$ cat src/rtl/bullet_scheduler.sv
// ---------------------------------------------------------------------------
// bullet_scheduler
//
// Shares the single bullet datapath between the player and the alien. Rising
// edges on the shoot requests are captured into pending bits, granted
// round-robin, launched into the bullet block, ticked while in flight and
// followed by a fixed cooldown before the next launch.
//
// Ports:
//   clk_i            system clock, all logic on the rising edge
//   reset_i          synchronous active-low reset
//   clr_i            game clear: aborts any flight, drops pending requests
//   run_i            game running: low freezes ticks and holds off grants
//   shoot_p_i        player shoot request (rising edge counts)
//   posH_p_i         player horizontal position
//   shoot_a_i        alien shoot request (rising edge counts)
//   posH_a_i         alien horizontal position
//   flying_i         bullet in flight, from the bullet block
//   hit_i            bullet hit something, from the bullet block
//   bullet_shoot_o   one-cycle launch pulse to the bullet block
//   bullet_posH_o    launch column, held until the next grant
//   bullet_enable_o  one-cycle movement tick
//   bullet_clr_o     one-cycle clear pulse to the bullet block
//   owner_o          0 = player, 1 = alien; valid while busy
//   busy_o           high in LAUNCH, FLIGHT and COOLDOWN
//   hit_p_o          one-cycle pulse: the player's bullet hit
//   hit_a_o          one-cycle pulse: the alien's bullet hit
// ---------------------------------------------------------------------------
module bullet_scheduler #(
    parameter int TICK_DIV       = 4,
    parameter int COOL_CYCLES    = 8,
    parameter int LAUNCH_TIMEOUT = 3
) (
    input  logic       clk_i,
    input  logic       reset_i,
    input  logic       clr_i,
    input  logic       run_i,
    input  logic       shoot_p_i,
    input  logic [4:0] posH_p_i,
    input  logic       shoot_a_i,
    input  logic [4:0] posH_a_i,
    input  logic       flying_i,
    input  logic       hit_i,
    output logic       bullet_shoot_o,
    output logic [4:0] bullet_posH_o,
    output logic       bullet_enable_o,
    output logic       bullet_clr_o,
    output logic       owner_o,
    output logic       busy_o,
    output logic       hit_p_o,
    output logic       hit_a_o
);

    localparam int TickW   = $clog2(TICK_DIV);
    localparam int CoolW   = $clog2(COOL_CYCLES + 1);
    localparam int LaunchW = $clog2(LAUNCH_TIMEOUT + 1);

    typedef enum logic [1:0] {
        IDLE,
        LAUNCH,
        FLIGHT,
        COOLDOWN
    } state_e;

    state_e               state_q;
    logic                 shootPPrev_q;
    logic                 shootAPrev_q;
    logic                 pendP_q;
    logic                 pendA_q;
    logic                 lastOwner_q;
    logic                 owner_q;
    logic [4:0]           posH_q;
    logic [TickW-1:0]     tickCnt_q;
    logic [CoolW-1:0]     coolCnt_q;
    logic [LaunchW-1:0]   launchCnt_q;
    logic                 bulletShoot_q;
    logic                 bulletEnable_q;
    logic                 bulletClr_q;
    logic                 hitP_q;
    logic                 hitA_q;

    logic                 inShot;
    logic                 edgeP;
    logic                 edgeA;
    logic                 grant;
    logic                 winner;
    logic                 pendP_d;
    logic                 pendA_d;

    // Request capture and arbitration. An edge from whoever currently owns a
    // launching or flying bullet is thrown away so a player hammering the
    // button cannot queue a follow-up shot. When both are pending, the side
    // that did not fire last wins. A winner's own edge in its grant cycle is
    // swallowed by the grant, and clr drops everything.
    always_comb begin
        inShot  = (state_q == LAUNCH) || (state_q == FLIGHT);
        edgeP   = shoot_p_i & ~shootPPrev_q & ~(inShot & ~owner_q);
        edgeA   = shoot_a_i & ~shootAPrev_q & ~(inShot & owner_q);
        grant   = (state_q == IDLE) & run_i & (pendP_q | pendA_q);
        winner  = (pendP_q & pendA_q) ? ~lastOwner_q : pendA_q;
        pendP_d = pendP_q | edgeP;
        pendA_d = pendA_q | edgeA;
        if (clr_i) begin
            pendP_d = 1'b0;
            pendA_d = 1'b0;
        end else if (grant) begin
            if (winner) begin
                pendA_d = 1'b0;
            end else begin
                pendP_d = 1'b0;
            end
        end
    end

    // Main sequencer. All pulse outputs default low every cycle so none can
    // stretch past one cycle. clr overrides everything below it, including a
    // hit and a grant arriving in the same cycle. In FLIGHT a hit beats a
    // falling flying, so both together still count as a hit.
    always_ff @(posedge clk_i) begin
        if (!reset_i) begin
            state_q        <= IDLE;
            shootPPrev_q   <= 1'b0;
            shootAPrev_q   <= 1'b0;
            pendP_q        <= 1'b0;
            pendA_q        <= 1'b0;
            lastOwner_q    <= 1'b1;
            owner_q        <= 1'b0;
            posH_q         <= 5'd0;
            tickCnt_q      <= '0;
            coolCnt_q      <= '0;
            launchCnt_q    <= '0;
            bulletShoot_q  <= 1'b0;
            bulletEnable_q <= 1'b0;
            bulletClr_q    <= 1'b0;
            hitP_q         <= 1'b0;
            hitA_q         <= 1'b0;
        end else begin
            shootPPrev_q   <= shoot_p_i;
            shootAPrev_q   <= shoot_a_i;
            pendP_q        <= pendP_d;
            pendA_q        <= pendA_d;
            bulletShoot_q  <= 1'b0;
            bulletEnable_q <= 1'b0;
            bulletClr_q    <= 1'b0;
            hitP_q         <= 1'b0;
            hitA_q         <= 1'b0;
            if (clr_i) begin
                bulletClr_q <= inShot;
                state_q     <= IDLE;
                tickCnt_q   <= '0;
                coolCnt_q   <= '0;
                launchCnt_q <= '0;
            end else begin
                unique case (state_q)
                    IDLE: begin
                        if (grant) begin
                            owner_q       <= winner;
                            lastOwner_q   <= winner;
                            posH_q        <= winner ? posH_a_i : posH_p_i;
                            bulletShoot_q <= 1'b1;
                            launchCnt_q   <= '0;
                            state_q       <= LAUNCH;
                        end
                    end
                    LAUNCH: begin
                        // The launch window includes the pulse cycle itself.
                        if (flying_i) begin
                            tickCnt_q <= '0;
                            state_q   <= FLIGHT;
                        end else if (launchCnt_q == LaunchW'(LAUNCH_TIMEOUT - 1)) begin
                            coolCnt_q <= '0;
                            state_q   <= COOLDOWN;
                        end else begin
                            launchCnt_q <= launchCnt_q + LaunchW'(1);
                        end
                    end
                    FLIGHT: begin
                        if (hit_i) begin
                            hitP_q      <= ~owner_q;
                            hitA_q      <= owner_q;
                            bulletClr_q <= 1'b1;
                            coolCnt_q   <= '0;
                            state_q     <= COOLDOWN;
                        end else if (!flying_i) begin
                            coolCnt_q <= '0;
                            state_q   <= COOLDOWN;
                        end else if (run_i) begin
                            if (tickCnt_q == TickW'(TICK_DIV - 1)) begin
                                tickCnt_q      <= '0;
                                bulletEnable_q <= 1'b1;
                            end else begin
                                tickCnt_q <= tickCnt_q + TickW'(1);
                            end
                        end
                    end
                    COOLDOWN: begin
                        if (coolCnt_q == CoolW'(COOL_CYCLES - 1)) begin
                            coolCnt_q <= '0;
                            state_q   <= IDLE;
                        end else begin
                            coolCnt_q <= coolCnt_q + CoolW'(1);
                        end
                    end
                    default: state_q <= IDLE;
                endcase
            end
        end
    end

    assign busy_o          = (state_q != IDLE);
    assign bullet_shoot_o  = bulletShoot_q;
    assign bullet_posH_o   = posH_q;
    assign bullet_enable_o = bulletEnable_q;
    assign bullet_clr_o    = bulletClr_q;
    assign owner_o         = owner_q;
    assign hit_p_o         = hitP_q;
    assign hit_a_o         = hitA_q;

endmodule
$ cat config.mk
export PLATFORM = sky130hd
export DESIGN_NAME = bullet_scheduler
export DESIGN_NICKNAME = d
export VERILOG_FILES = /design/src/rtl/bullet_scheduler.sv
export SDC_FILE = /design/constraint.sdc
export NUM_CORES = 1
export LEC_CHECK = 0
export ABC_AREA = 1
export CORE_MARGIN = 2
export CORE_UTILIZATION = 30
export DETAILED_ROUTE_END_ITERATION = 10
export PLACE_DENSITY_LB_ADDON = 0.2
export SYNTH_ARGS = -nofsm -noshare
export SYNTH_HDL_FRONTEND = slang
export SYNTH_SLANG_ARGS = --single-unit
$ cat constraint.sdc
create_clock -name clk_i -period 3.33 [get_ports clk_i]
set_input_delay 0.8325 -clock clk_i [delete_from_list [all_inputs] [get_ports clk_i]]
set_output_delay 0.8325 -clock clk_i [all_outputs]
set_load 0.03 [all_outputs]
==> flow_summary.yaml <==
logic_synthesis:
  yosys_warnings: 0
  yosysSeqAreaShare: 0.409
  synth.top_cell.area_share: 0.409
  synth.avg_cell_area_sq_um: 6.88
  synth_nets: 211
  synth_cell_types: 19
  synth_area_sq_mm: 0.00127
  synthTopCellsByArea: "dfxtp_1 (41%), nand2_1 (16%), ha_1 (7.9%)"
  yosys.area.top_type: "dfxtp_1"
  ys_seq_elements: 26
  synthCells: 185
routing:
  via_per_inst: 4.48
  drt_iter0_markers: 80
  dr.max_layer_used: "met4"
  antenna_left: 0
  num_vias: 1196
  wl_per_cell_microns: 11.0
  met2WireLength_mm: 1.34
  m1WireLength_mm: 1.42
  wirelength_mm: 2.93
  post-route-drc-count: 0
  drt_first_pass_iters: 4
  met3_wirelength_microns: 152
die:
  core_area_sq_mm: 0.00403
  fp.dieW_microns: 69.1
  die_h_microns: 69.1
  num_rows: 23
  die_area_sq_mm: 0.00478
  io_pins: 30
  start_util: 0.316
power:
  p_leak_nw: 0.736
  ir_drop_mv: 0.230
  p_per_area_mw_per_mm2: 397
  p_clk_frac: 0.396
  p_comb_frac: 0.123
  internal_power_uw: 517
  switching_power_uw: 154
  p_seq_frac: 0.481
  switching_share: 0.229
clocking:
  cts_setup_buffers: 0
  clkTransAtPathRegs_ns: 0.10
  postCtsHoldBufs: 0
  cts_resized: 0
  cts_tree: "built"
  clockBufferDepth: 2
  clock_latency_ns: 0.27
  cts_root_buf: "clkbuf_8"
  cts.sinks: 26
  numCtsBuffers: 3
  h-tree-depth: 1
grt:
  track_usage: 0.126
  grt_pass1_vias: 1122
  grt_overflow_total: 0
  grt_antenna_before_repair: 0
  grt_max_degree: 16
  grt_pass1_wl_mm: 4.97
cells_and_area:
  layout_common_cells: "nand2_1 (54), clkdlybuf4s50_1 (29), dfxtp_1 (26)"
  final_nets: 244
  instances_no_fill: 267
  fin_area_sq_mm: 0.00169
  diodes: 0
  register_area_sq_um: 520
  multi_input_area_sq_um: 658
  layout_commonest_cell: "nand2_1"
  syn2layout_area_growth_pct: 33.0
  nFillCells: 443
  drive_gt1_frac: 0.0507
timing:
  fin_worst_skew_ns: 0.00380
  maxSlewViolCount: 0
  rsz0062_at_grt: "no"
  fin_tns_setup_ns: 0
  fin_crit_ns: 2.63
  setup_violations: 0
  slew_headroom: 0.757
  hold_viol: 0
  timing.final.crit_share: 0.790
  tightest_slew_ns: 0.363
  fmax_mhz: 380
setup_path:
  cpPeakStageDelay_ns: 0.66
  reg2reg_depth: 10
  cp.arrival_ns: 1.80
  cp_num_buf_inv: 3
  endpoint_kind: "output port"
  cp.required_ns: 2.50
  cp.depth: 4
  startpoint_type: "flop"
  critical-path-top-delay-family: "buffers and inverters"
  worstPathMaxFanout: 5
  crit_type: "flop to output port"
  cp_common_cell: "inv_1"
  slowest_stage: "clkdlybuf4s50_1"
  path_cells: "inv_1 -> ha_1 -> inv_1 -> clkdlybuf4s50_1"
outcome:
  status: "completed"
placed_design:
  place_area_sq_mm: 0.00162
  place_hpwl_mm: 2.24
  dp_cells: 263
  gp_congestion: 0.751
  numPortBuffers: 29
min_path:
  hp-class: "flop to flop"
  hold_depth: 2
flow_run:
  maxCapViolCount: 0
[power groups by stage]
stage	sequential, mW	clock [mW]	combinational, mW
after floorplan	0.334	0	0.0388
after global placement	0.330	0	0.0830
after detailed placement	0.330	0	0.0831
after CTS	0.323	0.272	0.0836
after global routing	0.324	0.280	0.0929
final	0.323	0.266	0.0828
[cells in the mapped netlist]
library cell / number
inv_2: 1
nand3b_1: 3
ha_1: 8
nand3_1: 11
a21oi_1: 10
o21ai_0: 14
clkinv_1: 1
nor2_4: 1
nor3_1: 1
nand2_1: 54
a21boi_0: 1
o21ai_1: 1
clkbuf_1: 1
inv_1: 22
nand3_2: 1
nor2_1: 25
dfxtp_1: 26
nor2_2: 3
nand2_2: 1
[state kept, by name, summed over array words and instances, names as in the netlist, 2 cells and up]
signal	flops
bullet_posH_o	5
tickCnt_q	2
coolCnt_q	4
launchCnt_q	2
state_q	2
[final cells by class]
type	instances	area share
multi-input cells	134	0.389
clock buffers	3	0.0244
clock inverters	1	0.0177
flip-flops and latches	26	0.307
well taps	50	0.0370
repair buffers	29	0.171
inverters	24	0.0532
[routing by layer]
metal | vias up | GRT usage
li1 | 644 | -
met1 | 525 | 0.162
met2 | 25 | 0.209
met3 | 2 | 0.0365
met4 | 0 | 0.0261
met5 | - | 0
[cell families (layout without fill, tap and decap cells)]
| group | count (synthesis) | after routing | share of synthesized area |
|---|---|---|---|
| buffers and inverters | 25 | 57 | 0.0737 |
| AND/OR/NAND/NOR | 100 | 100 | 0.334 |
| flip-flops | 26 | 26 | 0.409 |
| adder cells (fa/ha/maj) | 8 | 8 | 0.0787 |
| AO/OA/AOI/OAI | 26 | 26 | 0.104 |
[worst reg2reg max path: cells and delay by family (launching register included)]
| family | cells | cell delay (ns) |
|---|---|---|
| flip-flops | 1 | 0.42 |
| adder cells (fa/ha/maj) | 1 | 0.32 |
| AND/OR/NAND/NOR | 6 | 0.46 |
| buffers and inverters | 2 | 0.22 |
| AO/OA/AOI/OAI | 1 | 0.07 |
[through the flow]
step	setup slack, ns	utilization	power [mW]	hold slack [ns]
6_report	0.699	0.420	0.671	0.466
5_1_grt	0.625	0.420	0.697	0.506
4_1_cts	0.683	0.420	0.678	0.470
3_5_place_dp	0.938	0.402	0.413	0.443
3_3_place_gp	0.977	0.402	0.413	0.450
2_1_floorplan	1.59	-	0.373	0.429
[final timing paths]
check,to,slack (ns),startpoint
min reg2reg,lastOwner_q,0.47,lastOwner_q
max,busy_o,0.70,state_q[0]
min,lastOwner_q,0.47,lastOwner_q
max reg2reg,coolCnt_q[1],1.73,state_q[0]
Power figures use the tool's default switching activity.
